`src/rtl/flit_tx_arbiter_if.sv`:
```
`timescale 1ns/1ps
`default_nettype none
// ============================================================================
// Module   : flit_tx_arbiter_if
// Brief    : Flit source/sink handshake bundle shared by the TX arbiter and
//            its environment (packet builders on one side, link TX on the
//            other).
// Revision : 1.0 - initial release
// ============================================================================
interface flit_tx_arbiter_if #(
    parameter int N_REQ  = 4,
    parameter int FLIT_W = 64
) ();
    logic [N_REQ-1:0]        in_valid;
    logic [N_REQ*FLIT_W-1:0] in_flit;
    logic [N_REQ-1:0]        in_last;
    logic [N_REQ-1:0]        in_ready;
    logic                    out_valid;
    logic [FLIT_W-1:0]       out_flit;
    logic                    out_last;
    logic                    out_ready;
    logic [N_REQ-1:0]        grant;
    logic                    busy;
    logic                    err_overlong;

    // Arbiter side
    modport slave (
        input  in_valid, in_flit, in_last, out_ready,
        output in_ready, out_valid, out_flit, out_last, grant, busy, err_overlong
    );

    // Environment side (sources and transmitter)
    modport master (
        output in_valid, in_flit, in_last, out_ready,
        input  in_ready, out_valid, out_flit, out_last, grant, busy, err_overlong
    );
endinterface
`default_nettype wire

```
`src/rtl/flit_tx_arbiter.sv`:
```
`timescale 1ns/1ps
`default_nettype none
// ============================================================================
// Module   : flit_tx_arbiter
// Brief    : Round-robin, packet-locked arbiter sharing one outbound flit
//            channel among N_REQ sources. Grant is held head-to-tail; packets
//            longer than MAX_FLITS without a tail are cut off with an error
//            pulse.
// Revision : 1.0 - initial release
// ============================================================================
module flit_tx_arbiter #(
    parameter int N_REQ     = 4,
    parameter int FLIT_W    = 64,
    parameter int MAX_FLITS = 16
) (
    input  wire logic        clk,
    input  wire logic        rst,
    flit_tx_arbiter_if.slave bus
);
    localparam int PTR_W = (N_REQ > 1) ? $clog2(N_REQ) : 1;
    localparam int CNT_W = $clog2(MAX_FLITS + 1);

    localparam logic [PTR_W-1:0] C_LAST_REQ  = PTR_W'(N_REQ - 1);
    localparam logic [CNT_W-1:0] C_CNT_LIMIT = CNT_W'(MAX_FLITS - 1);

    typedef enum logic [0:0] {
        S_IDLE   = 1'b0,
        S_LOCKED = 1'b1
    } state_t;

    state_t            r_state;
    state_t            w_state_nxt;
    logic [PTR_W-1:0]  r_rr_ptr;
    logic [PTR_W-1:0]  w_rr_ptr_nxt;
    logic [PTR_W-1:0]  r_owner;
    logic [PTR_W-1:0]  w_owner_nxt;
    logic [PTR_W-1:0]  w_owner_inc;
    logic [PTR_W-1:0]  w_winner;
    logic [PTR_W-1:0]  w_idx;
    logic [CNT_W-1:0]  r_flit_cnt;
    logic [CNT_W-1:0]  w_flit_cnt_nxt;
    logic [FLIT_W-1:0] w_flit_arr [N_REQ];
    logic              w_xfer;
    logic              w_at_limit;

    // Split the flat flit bus into one word per requester for muxing
    generate
        for (genvar g = 0; g < N_REQ; g++) begin : g_unpack
            assign w_flit_arr[g] = bus.in_flit[g*FLIT_W +: FLIT_W];
        end
    endgenerate

    // Round-robin search: lowest offset from rr_ptr with a valid request wins
    always_comb begin
        w_winner = r_rr_ptr;
        w_idx    = r_rr_ptr;
        for (int i = N_REQ - 1; i >= 0; i--) begin
            w_idx = PTR_W'((int'(r_rr_ptr) + i) % N_REQ);
            if (bus.in_valid[w_idx]) begin
                w_winner = w_idx;
            end
        end
    end

    assign w_owner_inc = (r_owner == C_LAST_REQ) ? '0 : r_owner + 1'b1;
    assign w_at_limit  = (r_flit_cnt == C_CNT_LIMIT);
    assign w_xfer      = bus.out_valid & bus.out_ready;

    // Datapath mux and handshake steering from the registered owner
    always_comb begin
        bus.grant     = '0;
        bus.busy      = 1'b0;
        bus.out_valid = 1'b0;
        bus.out_flit  = '0;
        bus.out_last  = 1'b0;
        bus.in_ready  = '0;
        if (r_state == S_LOCKED) begin
            bus.grant[r_owner]    = 1'b1;
            bus.busy              = 1'b1;
            bus.out_valid         = bus.in_valid[r_owner];
            bus.out_flit          = w_flit_arr[r_owner];
            bus.out_last          = bus.in_last[r_owner];
            bus.in_ready[r_owner] = bus.out_ready;
        end
    end

    // Forced release: limit reached on a non-tail flit (a tail on that flit wins)
    assign bus.err_overlong = w_xfer & ~bus.out_last & w_at_limit;

    // Next-state: arbitrate in IDLE, count and release in LOCKED
    always_comb begin
        w_state_nxt    = r_state;
        w_rr_ptr_nxt   = r_rr_ptr;
        w_owner_nxt    = r_owner;
        w_flit_cnt_nxt = r_flit_cnt;
        case (r_state)
            S_IDLE: begin
                if (|bus.in_valid) begin
                    w_state_nxt    = S_LOCKED;
                    w_owner_nxt    = w_winner;
                    w_flit_cnt_nxt = '0;
                end
            end
            S_LOCKED: begin
                if (w_xfer) begin
                    w_flit_cnt_nxt = r_flit_cnt + 1'b1;
                    if (bus.out_last || w_at_limit) begin
                        w_state_nxt  = S_IDLE;
                        w_rr_ptr_nxt = w_owner_inc;
                    end
                end
            end
            default: begin
                w_state_nxt = S_IDLE;
            end
        endcase
    end

    // State registers; reset abandons any packet in flight
    always_ff @(posedge clk) begin
        if (rst) begin
            r_state    <= S_IDLE;
            r_rr_ptr   <= '0;
            r_owner    <= '0;
            r_flit_cnt <= '0;
        end else begin
            r_state    <= w_state_nxt;
            r_rr_ptr   <= w_rr_ptr_nxt;
            r_owner    <= w_owner_nxt;
            r_flit_cnt <= w_flit_cnt_nxt;
        end
    end
endmodule
`default_nettype wire

```
`src/flat_wrapper.sv`:
```
// flat-port wrapper written by rule: the top's interface ports become plain ports
module flit_tx_arbiter_flat 
#(
    parameter int N_REQ     = 4,
    parameter int FLIT_W    = 64,
    parameter int MAX_FLITS = 16
)
  (clk, rst, bus_in_valid, bus_in_flit, bus_in_last, bus_out_ready, bus_in_ready, bus_out_valid, bus_out_flit, bus_out_last, bus_grant, bus_busy, bus_err_overlong);
  flit_tx_arbiter_if #(.N_REQ(N_REQ), .FLIT_W(FLIT_W)) bus_i ();
  input  wire logic clk;
  input  wire logic rst;
  input wire logic [$bits(bus_i.in_valid)-1:0] bus_in_valid;
  input wire logic [$bits(bus_i.in_flit)-1:0] bus_in_flit;
  input wire logic [$bits(bus_i.in_last)-1:0] bus_in_last;
  input wire logic [$bits(bus_i.out_ready)-1:0] bus_out_ready;
  output wire logic [$bits(bus_i.in_ready)-1:0] bus_in_ready;
  output wire logic [$bits(bus_i.out_valid)-1:0] bus_out_valid;
  output wire logic [$bits(bus_i.out_flit)-1:0] bus_out_flit;
  output wire logic [$bits(bus_i.out_last)-1:0] bus_out_last;
  output wire logic [$bits(bus_i.grant)-1:0] bus_grant;
  output wire logic [$bits(bus_i.busy)-1:0] bus_busy;
  output wire logic [$bits(bus_i.err_overlong)-1:0] bus_err_overlong;
  assign bus_i.in_valid = bus_in_valid;
  assign bus_i.in_flit = bus_in_flit;
  assign bus_i.in_last = bus_in_last;
  assign bus_i.out_ready = bus_out_ready;
  assign bus_in_ready = bus_i.in_ready;
  assign bus_out_valid = bus_i.out_valid;
  assign bus_out_flit = bus_i.out_flit;
  assign bus_out_last = bus_i.out_last;
  assign bus_grant = bus_i.grant;
  assign bus_busy = bus_i.busy;
  assign bus_err_overlong = bus_i.err_overlong;
  flit_tx_arbiter #(.N_REQ(N_REQ), .FLIT_W(FLIT_W), .MAX_FLITS(MAX_FLITS)) u_core (.clk(clk), .rst(rst), .bus(bus_i));
endmodule
```
`config.mk`:
```
export PLATFORM = sky130hd
export DESIGN_NAME = flit_tx_arbiter_flat
export DESIGN_NICKNAME = d
export VERILOG_FILES = /design/src/rtl/flit_tx_arbiter_if.sv /design/src/rtl/flit_tx_arbiter.sv /design/src/flat_wrapper.sv
export SDC_FILE = /design/constraint.sdc
export NUM_CORES = 1
export LEC_CHECK = 0
export CAP_MARGIN = 10
export CORE_AREA = 3 3 132 134
export CTS_CLUSTER_SIZE = 25
export DETAILED_ROUTE_END_ITERATION = 8
export DIE_AREA = 0 0 135 137
export HOLD_SLACK_MARGIN = 0.15
export SYNTH_ARGS = -nofsm -noshare
export SYNTH_HDL_FRONTEND = slang
export SYNTH_SLANG_ARGS = --single-unit
```
`constraint.sdc`:
```
create_clock -name clk -period 2.9 [get_ports clk]
set_input_delay 0.87 -clock clk [delete_from_list [all_inputs] [get_ports clk]]
set_output_delay 0.87 -clock clk [all_outputs]
set_load 0.05 [all_outputs]
```
==> results <==
## Yosys cell counts, drive strengths merged (5+ instances only)
cell / count
and2: 68
mux4: 64
clkbuf: 13
buf: 12
dfxtp: 10
inv: 7
nand2: 7
and3: 6
ha: 6
a21oi: 5
mux2i: 5
nand3: 5
## per-layer routing
| metal | global-route usage [%] | share of wire (%) | vias to the layer above |
|---|---|---|---|
| met5 | 0 | 0.10 | - |
| met4 | 3.19 | 1.7 | 2 |
| met3 | 2.98 | 7.2 | 20 |
| met2 | 29.5 | 52 | 191 |
| met1 | 21.2 | 39 | 1758 |
| li1 | - | - | 1637 |
## through the flow
| step | util [%] | worst slack (ns) | hold slack (ns) | power [uW] | cell area, um2 |
|---|---|---|---|---|---|
| global route | 42.6 | 0.00586 | 0.495 | 2760 | 7000 |
| global placement | 39.0 | -0.154 | 0.457 | 2070 | 6400 |
| CTS | 42.0 | 0.00000133 | 0.470 | 2670 | 6890 |
| detailed placement | 39.0 | -0.123 | 0.465 | 2080 | 6400 |
| floorplan | - | 0.0895 | 0.448 | 1290 | 2750 |
| finish | 42.7 | 0.00802 | 0.467 | 2650 | 7000 |
## cells by family (layout without fill, tap and decap cells)
| family | after synthesis | in the layout | synth area share, % |
|---|---|---|---|
| flip-flops | 10 | 10 | 7.31 |
| AO/OA/AOI/OAI | 23 | 23 | 6.94 |
| AND/OR/NAND/NOR | 102 | 102 | 22.2 |
| adder cells (fa/ha/maj) | 6 | 6 | 2.74 |
| buffers and inverters | 32 | 367 | 5.57 |
| other | 0 | 4 | 0 |
| multiplexers | 71 | 71 | 55.3 |
## worst register-to-register path, delay by kind of cell (launching register included)
family / cells / cell delay, ns
AOI/OAI and AO/OA: 2 / 0.33
DFF: 1 / 0.55
and+or+nand+nor: 1 / 0.15
buffers and inverters: 2 / 0.45
muxes: 1 / 0.33
## registers in the layout (all words and copies together), names as in the netlist
register,cells
u_core.r_flit_cnt,5
u_core.r_owner,2
u_core.r_rr_ptr,2
u_core.r_state,1
## cell type report
type	count	share of cell area (%)
clock buffer	4	1.27
inverter	7	0.375
multi-input combinational	202	36.9
timing repair buffer	356	54.4
tap	220	3.93
sequential	10	2.98
antenna	4	0.143
## power by group
group	total, uW	internal [uW]	switching, uW
Combinational	2190	1110	1080
Clock	277	208	69.6
Sequential	179	149	30.5
Total	2650	1470	1180
## worst paths after layout
kind                                          start                                end
hold reg to reg   u_core.r_flit_cnt[4]$_SDFFE_PP0P_  u_core.r_flit_cnt[4]$_SDFFE_PP0P_
setup reg to reg     u_core.r_owner[1]$_SDFFE_PP0P_    u_core.r_rr_ptr[0]$_SDFFE_PP0P_
setup / recovery                    bus_in_flit[60]                   bus_out_flit[60]
hold / removal    u_core.r_flit_cnt[4]$_SDFFE_PP0P_  u_core.r_flit_cnt[4]$_SDFFE_PP0P_
## timing repair
| item | CTS | global route |
|---|---|---|
| setup endpoints to repair | 65 | 25 |
| gates resized for setup | 423 | 41 |
| buffers inserted | 0 | 0 |
| pin swaps | 4 | 3 |
==> flow_summary.json <==
{
  "reg2reg_slack_ns": 0.97,
  "synth-seq-cells": 10,
  "cts_inserted_buffers": 3,
  "clk_latency_ns": 0.24,
  "ir_drop_mv": 0.224,
  "ff_latch_area_um2": 209,
  "die_x_um": 135,
  "grt_max_degree": 42,
  "avgSynthCellArea_um2": 11.2,
  "fmax_mhz": 346,
  "grt_pass1_vias": 3762,
  "via_per_inst": 4.49,
  "synth_edf_count": 0,
  "wl_um": 16800,
  "postCtsHoldBufs": 0,
  "slew_headroom_pct": 71.8,
  "postSynthCellCount": 244,
  "leakage_uw": 0.00333,
  "finalHoldViolCount": 0,
  "netlist.area_leader.share_pct": 52.6,
  "finalNonFillerCells": 803,
  "clockBufferDepth": 2,
  "ant_nets": 0,
  "track_usage_pct": 16.6,
  "clk_pin_slew_worst_paths_ns": 0.04,
  "worst_pin_slew_ns": 0.422,
  "cp_slowest_cell": "mux4_2",
  "cp.depth": 4,
  "drc": 0,
  "rsz0062_at_grt": "false",
  "grt_first_pass_wirelength_um": 23800,
  "post-place-cells": 795,
  "start_kind": "primary input",
  "powerDensity_nw_per_um2": 378,
  "synth.net_count": 517,
  "avgRoutedWirePerCell_um": 20.9,
  "grt.overflow.total": 0,
  "die-area_um2": 18500,
  "final_cell_mix": "224 x dlygate4sd2_1, 64 x mux4_2, 64 x and2_4, 62 x buf_8, 39 x dlymetal6s2s_1",
  "crit_type": "in -> out",
  "crit_family": "buffers and inverters",
  "die_h_um": 137,
  "clockRootBuffer": "clkbuf_16",
  "cts.sinks": 10,
  "ys_seq_area_share_pct": 7.31,
  "drt-initial-drc-count": 147,
  "fin_crit_ns": 2.89,
  "synth_area_leader_cell": "mux4_2",
  "drt_pre_antenna_iters": 4,
  "critPathBufInv": 2,
  "setup_violations": 0,
  "dp_hpwl_um": 13800,
  "fp-row-count": 47,
  "ios": 343,
  "synth_area_um2": 2740,
  "drv_slew": 0,
  "synthTopCellsByArea": "mux4_2 53%, and2_1 16%, dfxtp_1 7.3%",
  "vias": 3608,
  "path_cells": "clkdlybuf4s50_1 -> mux4_2 -> and2_4 -> buf_8",
  "fin_nets": 853,
  "synth_cell_types": 40,
  "drv_cap": 0,
  "worstSetupEndpointType": "output pin",
  "synth_top_flop_cell": "dfxtp_1",
  "async_flop_share_pct": 0,
  "cp_max_fo": 1,
  "io_buffers": 342,
  "syn2layout_area_growth_pct": 156,
  "finalCritPeriodShare_pct": 99.7,
  "antenna_found_initial": 4,
  "cp_slowest_stage_delay_ns": 0.44,
  "status": "completed",
  "arrival_ns": 2.02,
  "reg2reg_depth": 6,
  "min_path_cells": 2,
  "finalSetupTns_ns": 0,
  "fp.coreArea_um2": 16400,
  "hold_class": "reg -> reg",
  "gp_congestion": 0.849,
  "nFillCells": 1619,
  "final_common_cell": "dlygate4sd2_1",
  "clock_skew_ns": 0.000621,
  "h-tree-depth": 1,
  "ys_warn_count": 0,
  "required_ns": 2.03,
  "initial_core_util_pct": 16.7,
  "cts_tree": "done",
  "multi_input_area_um2": 2580,
  "drive_above_1_share_pct": 40.8
}
Note: power is estimated with default switching activity, not from simulation.
